$ cat config.mk
export PLATFORM = sky130hd
export DESIGN_NAME = ebpf_pc_unit
export DESIGN_NICKNAME = d
export VERILOG_FILES = /design/src/rtl/ebpf_pc_unit.sv
export SDC_FILE = /design/constraint.sdc
export NUM_CORES = 1
export LEC_CHECK = 0
export CORE_MARGIN = 4
export CORE_UTILIZATION = 39
export DETAILED_ROUTE_END_ITERATION = 7
export PLACE_DENSITY = 0.77
export REMOVE_ABC_BUFFERS = 1
export SLEW_MARGIN = 20
export SYNTH_ARGS = -nofsm -noshare
export SYNTH_HDL_FRONTEND = slang
export SYNTH_SLANG_ARGS = --single-unit
$ cat constraint.sdc
create_clock -name clk -period 3.8 [get_ports clk]
set_clock_uncertainty 0.05 [all_clocks]
set_input_delay 0.38 -clock clk [delete_from_list [all_inputs] [get_ports clk]]
set_output_delay 0.38 -clock clk [all_outputs]
set_load 0.02 [all_outputs]
$ cat src/rtl/ebpf_pc_unit.sv
// ebpf_pc_unit: program counter and fetch sequencer for the eBPF soft core.
// Fetches one instruction at a time and derives the next PC from retire feedback.
module ebpf_pc_unit #(
  parameter int unsigned       ADDR_W   = 12,
  parameter int unsigned       INSN_W   = 64,
  parameter logic [ADDR_W-1:0] RESET_PC = {ADDR_W{1'b0}}
) (
  input  logic              clk,
  input  logic              rst_n,
  input  logic              start,
  input  logic [ADDR_W-1:0] start_pc,
  output logic [ADDR_W-1:0] fetch_addr,
  output logic              fetch_valid,
  input  logic              fetch_ready,
  input  logic [INSN_W-1:0] insn_in,
  input  logic              insn_valid,
  output logic [INSN_W-1:0] insn_out,
  output logic              insn_out_valid,
  input  logic              stall,
  input  logic              adv_valid,
  input  logic              adv_wide,
  input  logic              br_taken,
  input  logic [15:0]       br_off,
  input  logic              exit_req,
  output logic              running,
  output logic              done,
  output logic              fault
);

  // Wide enough that neither the PC nor a full 16-bit offset can wrap silently.
  localparam int unsigned CW = ((ADDR_W > 16) ? ADDR_W : 16) + 2;

  typedef enum logic [2:0] {
    S_IDLE  = 3'd0,
    S_FETCH = 3'd1,
    S_WAIT  = 3'd2,
    S_EXEC  = 3'd3,
    S_DONE  = 3'd4,
    S_FAULT = 3'd5
  } state_t;

  state_t              r_state;
  logic [ADDR_W-1:0]   r_pc;
  logic [INSN_W-1:0]   r_insn;
  logic                r_insn_valid;
  logic                r_fetch_valid;
  logic                r_running;
  logic                r_done;
  logic                r_fault;

  logic [CW-1:0]       w_pc_ext;
  logic [CW-1:0]       w_step;
  logic [CW-1:0]       w_off_ext;
  logic [CW-1:0]       w_next;
  logic                w_next_oob;

  // Next-PC arithmetic in signed CW bits; any set bit above ADDR_W means negative or past the end.
  always_comb begin
    w_pc_ext   = {{(CW-ADDR_W){1'b0}}, r_pc};
    w_step     = {{(CW-2){1'b0}}, 2'b01} + {{(CW-1){1'b0}}, adv_wide};
    w_off_ext  = br_taken ? {{(CW-16){br_off[15]}}, br_off} : {CW{1'b0}};
    w_next     = w_pc_ext + w_step + w_off_ext;
    w_next_oob = (w_next[CW-1:ADDR_W] != {(CW-ADDR_W){1'b0}});
  end

  // Sequencer FSM with all outputs registered.
  always_ff @(posedge clk) begin
    if (!rst_n) begin
      r_state       <= S_IDLE;
      r_pc          <= RESET_PC;
      r_insn        <= {INSN_W{1'b0}};
      r_insn_valid  <= 1'b0;
      r_fetch_valid <= 1'b0;
      r_running     <= 1'b0;
      r_done        <= 1'b0;
      r_fault       <= 1'b0;
    end else begin
      case (r_state)
        S_IDLE: begin
          if (start) begin
            r_pc          <= start_pc;
            r_fetch_valid <= 1'b1;
            r_running     <= 1'b1;
            r_state       <= S_FETCH;
          end
        end
        S_FETCH: begin
          if (fetch_ready) begin
            r_fetch_valid <= 1'b0;
            r_state       <= S_WAIT;
          end
        end
        S_WAIT: begin
          if (insn_valid) begin
            r_insn       <= insn_in;
            r_insn_valid <= 1'b1;
            r_state      <= S_EXEC;
          end
        end
        S_EXEC: begin
          if (adv_valid && !stall) begin
            if (exit_req) begin
              r_done    <= 1'b1;
              r_running <= 1'b0;
              r_state   <= S_DONE;
            end else if (w_next_oob) begin
              r_fault      <= 1'b1;
              r_running    <= 1'b0;
              r_insn_valid <= 1'b0;
              r_state      <= S_FAULT;
            end else begin
              r_pc          <= w_next[ADDR_W-1:0];
              r_insn_valid  <= 1'b0;
              r_fetch_valid <= 1'b1;
              r_state       <= S_FETCH;
            end
          end
        end
        S_DONE: begin
          r_done       <= 1'b0;
          r_insn_valid <= 1'b0;
          r_state      <= S_IDLE;
        end
        S_FAULT: begin
          if (start) begin
            r_fault       <= 1'b0;
            r_pc          <= start_pc;
            r_fetch_valid <= 1'b1;
            r_running     <= 1'b1;
            r_state       <= S_FETCH;
          end
        end
        default: begin
          r_state       <= S_IDLE;
          r_fetch_valid <= 1'b0;
          r_insn_valid  <= 1'b0;
          r_running     <= 1'b0;
          r_done        <= 1'b0;
        end
      endcase
    end
  end

  assign fetch_addr     = r_pc;
  assign fetch_valid    = r_fetch_valid;
  assign insn_out       = r_insn;
  assign insn_out_valid = r_insn_valid;
  assign running        = r_running;
  assign done           = r_done;
  assign fault          = r_fault;

endmodule

==> results of run 1 <==
[metrics by stage]
stage          hold slack (ps)  setup TNS (ps)  utilization
2_1_floorplan              444          -39620            -
3_3_place_gp               400           -2200        0.592
4_1_cts                    416               0        0.618
5_1_grt                    439               0        0.619
6_report                   412               0        0.619
3_5_place_dp               407           -3750        0.592
[cell families after synthesis]
group           Yosys count
buf+inv                  42
mux                      13
flops                    84
xor+xnor                 11
simple gates            253
compound gates          134
fa+ha+maj                26
[cells in the mapped netlist (2+ instances only)]
cell type,n
a21boi_0,66
a21boi_1,2
a21oi_1,17
a311oi_1,2
a31oi_1,3
and2_1,15
and3_1,3
buf_1,5
buf_6,3
clkbuf_1,26
dfxtp_1,84
ha_1,25
inv_1,7
mux2i_1,12
nand2_1,181
nand2b_1,5
nand3_1,5
nand3b_1,4
nand4_1,3
nor2_1,18
nor2b_1,7
nor3_1,5
nor4b_2,2
o211ai_1,3
o21ai_0,23
o31a_1,2
xnor2_1,4
xor2_1,7
[state kept, by name, indices dropped and copies added (netlist names)]
register        cells
insn_out_valid      1
insn_out           64
running             1
fetch_valid         1
done                1
fetch_addr         12
r_state             3
fault               1
[per-layer routing]
layer  routed length (um)  share of wire  GRT usage  vias up
met5                    0              0          0        -
met4                  176          0.013     0.0532        0
met3                  951          0.070     0.0453       14
met2                 6590           0.48      0.350      173
met1                 5950           0.44      0.255     2041
li1                     -              -          -     2282
[how the worst max path moves through the flow]
stage                            startpoint                         end  cells after the start
floorplan           r_state[0]$_SDFFE_PN0P_    insn_out[0]$_SDFFE_PN0P_                      4
global placement                   br_taken  fetch_addr[6]$_SDFFE_PN0P_                     15
detailed placement                 br_taken  fetch_addr[2]$_SDFFE_PN0P_                     15
CTS                                br_taken  fetch_addr[2]$_SDFFE_PN0P_                     15
global route                      br_off[0]  fetch_addr[2]$_SDFFE_PN0P_                     15
finish                            br_off[0]  fetch_addr[2]$_SDFFE_PN0P_                     15
[critical path, stage by stage]
cell	delay (ps)
clkdlybuf4s50_1	450
nand2_1	50
ha_1	270
inv_1	60
ha_1	150
inv_1	60
fa_1	380
nand2b_1	190
a21oi_2	160
o31a_1	270
o32a_1	200
nand3_1	80
or4_4	440
o31a_4	400
mux2i_1	160
[layout make-up]
cell class / count / area [um^2]
fill: 962 / 4200
multi-input combinational: 437 / 2620
sequential: 84 / 1680
clock inverter: 5 / 37.5
timing repair buffer: 212 / 2040
tap: 140 / 175
clock buffer: 11 / 243
inverter: 7 / 26.3
[where the power goes]
part	switching (mW)	internal (mW)
logic	0.553	0.563
clock network	0.352	0.462
registers	0.0758	0.963
[repair_timing]
action                     in CTS  in global routing
setup buffers                   0                  1
gates resized for setup         0                  4
setup endpoints to repair       0                 15
==> summary.txt, run 1 <==
Die
  – Initial Util: 0.405
  – Core area: 11,000 um^2
  – Die area: 13,200 um^2
  – Die W: 115 um
  – Top Ports: 183
  – Site Rows: 38
  – DIE HEIGHT: 115 um

Setup path
  – R2R setup slack: 380 ps
  – R2R depth: 14
  – Worst endpoint required time: 3950 ps
  – Kind of critical path: input pin to flop
  – Type of origin of the critical path: input pin
  – CP Capture Type: flop
  – CP max FO: 12
  – Critical Path AT: 3710 ps
  – Reg2Reg Capture Point: fetch_addr[2]$_SDFFE_PN0P_
  – R2R Path Start: fetch_addr[0]$_SDFFE_PN0P_

Synth
  – Post-synthesis compound-gate area fraction: 0.211
  – Main synth FF type: dfxtp_1
  – EDFF count, synth: 0
  – Register area share after synthesis: 0.376
  – Multiplexer area fraction after synthesis: 0.0294
  – Synth warn: 0
  – Synth Instances: 563
  – Cell area after synthesis: 4470 um^2
  – Yosys top cell by area: dfxtp_1
  – Post-Synth Simple-Gate Area: 0.247
  – Post-synthesis adder-cell area fraction: 0.0744
  – Yosys top cell area share: 0.376
  – Post-Synth XOR/XNOR Area: 0.0215
  – Async set or reset register ratio after synthesis: 0
  – Area contributors post-synth: dfxtp_1, nand2_1, a21boi_0, ha_1, mux2i_1
  – Netlist cell types: 52
  – Yosys reg bits: 84
  – Synth Area per Inst: 7.94 um^2
  – Largest family of logic cells by synthesized area: simple AND/OR/NAND/NOR gates

Finish
  – Design Area, Final: 6830 um^2
  – Diodes inserted: 0
  – # nets final: 879
  – Most frequent cells in the layout: nand2_1, clkdlybuf4s50_1, dfxtp_1
  – Area growth syn-to-layout: 52.7%
  – Cell Count, Final, Fillers Out: 896
  – Most common cell after layout, fill and taps aside: nand2_1
  – Layout cell share with drive strength beyond 1: 0.0754

CTS
  – H-Tree Depth: 3
  – Worst skew pair latency: 330 ps
  – Clock root buffer: clkbuf_16
  – Hold-fix buffers, CTS: 0
  – Worst-path clk slew: 60 ps
  – CTS tree: yes
  – CTS Sinks: 84
  – Num CTS Buffers: 9
  – CTS Buffer Depth: 2

Route
  – Initial DRT Pass Iterations: 4
  – # DRC: 0
  – DRT antenna net count: 0
  – Violation count after the first detailed-route iteration: 364
  – Vias/cell: 5.03
  – Post-DR wirelength/cell: 15.2 um
  – Final WL: 13,700 um
  – Total vias in the final route: 4,510

Power and ir drop
  – Leakage: 2.58 nW
  – Worst vdd ir: 0.236 mV
  – P per Cell Area: 435 nW/um^2
  – Total power: 2.97 mW

Worst hold path
  – Min-Delay Endpoint: insn_out[8]$_SDFFE_PN0P_
  – Hold Startpoint: insn_out[8]$_SDFFE_PN0P_
  – HP Class: flop to flop
  – Hold depth: 2

Global route
  – Global-route wire length before repair: 21,700 um
  – Largest net degree at the start of global routing: 65
  – GRT overflow: 0
  – GRT Overall Usage: 0.202
  – Vias in the first global route: 4,469
  – Initial antenna violation count: 0

Place
  – Dpl ws: -299 ps
  – DP Area: 6530 um^2
  – Final HPWL DP: 10,500 um
  – I/O Buffers: 182
  – Routability Congestion: 0.980
  – Placed Cells: 879

Flow run
  – Max cap viols: 0

STA
  – Worst setup margin: 241 ps
  – Final setup viols: 0
  – RSZ-0062 raised after global routing: false
  – Final hold vios: 0
  – Worst slew pin tran: 924 ps
  – Max_slew headroom: 0.382
  – Pins Over Slew Limit: 0
  – Part of the cycle the worst path needs: 0.936
  – Minimum clock period: 3560 ps
  – Achievable clock frequency: 0.281 GHz

Outcome
  – Status: finished clean
Note: power is estimated with default switching activity, not from simulation.
==> inputs of run 2 (changes only) <==
- ABC_AREA: not set -> 1
- CORE_UTILIZATION: 39 -> 40
- PLACE_DENSITY: 0.77 -> 0.82
==> summary.txt, run 2 <==
STA
  – Achievable clock frequency: 0.313 GHz (was 0.281 GHz)
  – Pins Over Slew Limit: 0 (unchanged)
  – Final hold vios: 0 (unchanged)
  – Max_slew headroom: 0.569 (was 0.382)
  – Minimum clock period: 3190 ps (was 3560 ps)
  – Worst setup margin: 606 ps (was 241 ps)
  – Final setup viols: 0 (unchanged)
  – Worst slew pin tran: 646 ps (was 924 ps)
  – Part of the cycle the worst path needs: 0.840 (was 0.936)
  – RSZ-0062 raised after global routing: false (unchanged)
  – Final setup TNS: 0 ps (unchanged)
  – Final worst hold slack: 391 ps (was 412 ps)

Power and ir drop
  – Leakage: 3.00 nW (was 2.58 nW)
  – P per Cell Area: 611 nW/um^2 (was 435 nW/um^2)
  – Worst vdd ir: 0.409 mV (was 0.236 mV)

CTS
  – Clock root buffer: clkbuf_16 (unchanged)
  – CTS tree: yes (unchanged)
  – CTS Buffer Depth: 2 (unchanged)
  – Num CTS Buffers: 9 (unchanged)
  – Hold-fix buffers, CTS: 0 (unchanged)
  – Postcts setup bufs: 0 (unchanged)
  – Post-cts resize count: 0 (unchanged)
  – H-Tree Depth: 3 (unchanged)
  – Worst-path clk slew: 60 ps (about the same)
  – CTS Sinks: 84 (unchanged)
  – Worst skew pair latency: 330 ps (about the same)

Synth
  – Async set or reset register ratio after synthesis: 0 (unchanged)
  – Yosys top cell area share: 0.364 (was 0.376)
  – Yosys top cell by area: dfxtp_1 (unchanged)
  – Commonest cells post-synth: nand2_1, inv_1, a21oi_1 (was nand2_1, dfxtp_1, a21boi_0)
  – EDFF count, synth: 0 (unchanged)
  – Yosys reg bits: 84 (unchanged)
  – Most common cell in the netlist: nand2_1 (unchanged)
  – Main synth FF type: dfxtp_1 (unchanged)
  – Cell area after synthesis: 4620 um^2 (was 4470 um^2)
  – Synth Instances: 680 (was 563)
  – Synth warn: 0 (unchanged)
  – Area contributors post-synth: dfxtp_1, nand2_1, inv_1, a21oi_1, o21ai_0 (was dfxtp_1, nand2_1, a21boi_0, ha_1, mux2i_1)
  – Register area share after synthesis: 0.364 (was 0.376)
  – Synth Area per Inst: 6.80 um^2 (was 7.94 um^2)
  – Netlist cell types: 36 (was 52)

Die
  – Initial Util: 0.407 (was 0.405)
  – Core area: 11,400 um^2 (was 11,000 um^2)
  – Die W: 116 um (was 115 um)
  – DIE HEIGHT: 116 um (was 115 um)
  – Top Ports: 183 (unchanged)
  – Die area: 13,300 um^2 (was 13,200 um^2)
  – Site Rows: 39 (was 38)

Route
  – Vias/cell: 4.62 (was 5.03)
  – Met3 wire length: 1260 um (was 951 um)
  – WL met2: 6290 um (was 6590 um)
  – Final WL: 13,000 um (was 13,700 um)
  – Wire length on met1: 5290 um (was 5950 um)
  – Violation count after the first detailed-route iteration: 197 (was 364)
  – Total vias in the final route: 4,591 (was 4,510)
  – DRT antenna net count: 0 (unchanged)
  – Top layer used by detailed routing: met4 (unchanged)
  – Initial DRT Pass Iterations: 4 (unchanged)
  – # DRC: 0 (unchanged)
  – Post-DR wirelength/cell: 13.1 um (was 15.2 um)

Place
  – I/O Buffers: 182 (unchanged)
  – Routability Congestion: 0.853 (was 0.980)
  – Final HPWL DP: 10,000 um (was 10,500 um)
  – Dpl ws: 274 ps (was -299 ps)

Setup path
  – Critical Path AT: 3410 ps (was 3710 ps)
  – CP max FO: 17 (was 12)
  – CP Capture Type: flop (unchanged)
  – Kind of critical path: input pin to flop (unchanged)
  – Type of origin of the critical path: input pin (unchanged)
  – Worst endpoint required time: 4020 ps (was 3950 ps)

Finish
  – Most frequent cells in the layout: clkdlybuf4s50_1, nand2_1, inv_1 (was nand2_1, clkdlybuf4s50_1, dfxtp_1)
  – # nets final: 975 (was 879)
  – Area growth syn-to-layout: 47.9% (was 52.7%)
  – Diodes inserted: 0 (unchanged)
  – Fillers: 1,025 (was 962)
  – Largest register FFs: 64 (unchanged)
  – Most common cell after layout, fill and taps aside: clkdlybuf4s50_1 (was nand2_1)
  – Layout cell share with drive strength beyond 1: 0.0705 (was 0.0754)

Global route
  – Global-route wire length before repair: 20,900 um (was 21,700 um)
  – GRT overflow: 0 (unchanged)
  – Initial antenna violation count: 0 (unchanged)
  – GRT Overall Usage: 0.196 (was 0.202)
  – Largest net degree at the start of global routing: 72 (was 65)
  – Vias in the first global route: 4,414 (was 4,469)

Flow run
  – Max cap viols: 0 (unchanged)

Worst hold path
  – HP Class: flop to flop (unchanged)

Outcome
  – Status: finished clean (unchanged)
## run 2: changes by cell type in the layout (fill, tap and decap cells not counted), sizes merged, moves of 11 or more
| cell | delta |
|---|---|
| mux2i | -11 |
| nor2 | +24 |
| inv | +128 |
| and2 | -15 |
| nand2 | -36 |
| nand3 | +25 |
| a21oi | +69 |
| buf | -27 |
| a21boi | -68 |
| o21ai | +50 |
## run 2: per-layer routing
metal | vias to the layer above | track usage
met1 | 1982 | 0.225
met3 | 9 | 0.0846
met4 | 0 | 0.0548
li1 | 2474 | -
met5 | - | 0
met2 | 126 | 0.335
## run 2: path summary, 6_finish.rpt
kind,startpoint,cells past startpoint,to,slack (ps)
max,br_taken,21,fetch_addr[6]$_SDFFE_PN0P_,610
min,insn_out[43]$_SDFFE_PN0P_,2,insn_out[43]$_SDFFE_PN0P_,390
max reg2reg,fetch_addr[0]$_SDFFE_PN0P_,19,fetch_addr[6]$_SDFFE_PN0P_,1000
min reg2reg,insn_out[43]$_SDFFE_PN0P_,2,insn_out[43]$_SDFFE_PN0P_,390
## run 2: final cells by class
cell class	count	area, um^2	share of cell area
tap	143	179	0.0262
clock buffer	12	256	0.0375
multi-input combinational	432	2320	0.339
clock inverter	3	46.3	0.00677
timing repair buffer	185	1850	0.271
sequential	84	1680	0.246
inverter	135	507	0.0741
## run 2: power by group
part / switching, mW / internal (mW)
clock network: 0.341 / 0.543
logic: 1.18 / 0.873
registers: 0.150 / 1.10
## run 2: per-stage QoR
step	utilization	power, mW	std cells	instance area, um^2
floorplan	-	2.51	651	4490
global placement	0.575	3.29	979	6540
detailed placement	0.575	3.31	979	6540
CTS	0.602	4.21	994	6840
global route	0.602	4.50	994	6840
finish	0.602	4.18	994	6840
## run 2: cell families after synthesis
group	after synthesis	synth area share
adder cells (fa/ha/maj)	26	0.0720
AND/OR/NAND/NOR	235	0.228
XOR/XNOR	4	0.00758
multiplexers	1	0.00216
flip-flops	84	0.364
AO/OA/AOI/OAI	166	0.189
buffers and inverters	164	0.138
## run 2: worst max-delay path, stage by stage
cell and delay (ps):
clkdlybuf4s50_1 630, buf_4 250, nand2_1 60, inv_1 50, ha_1 220, ha_1 370
nand2_2 130, inv_2 50, nand2_1 60, nand2_1 70, a21oi_1 180, nand2_1 70
nand2_1 50, nand2_1 80, nor2_2 140, nand2_2 80, nand2_4 170, nand2_4 120
nand2_1 90, nand2_1 40, nor2_1 90
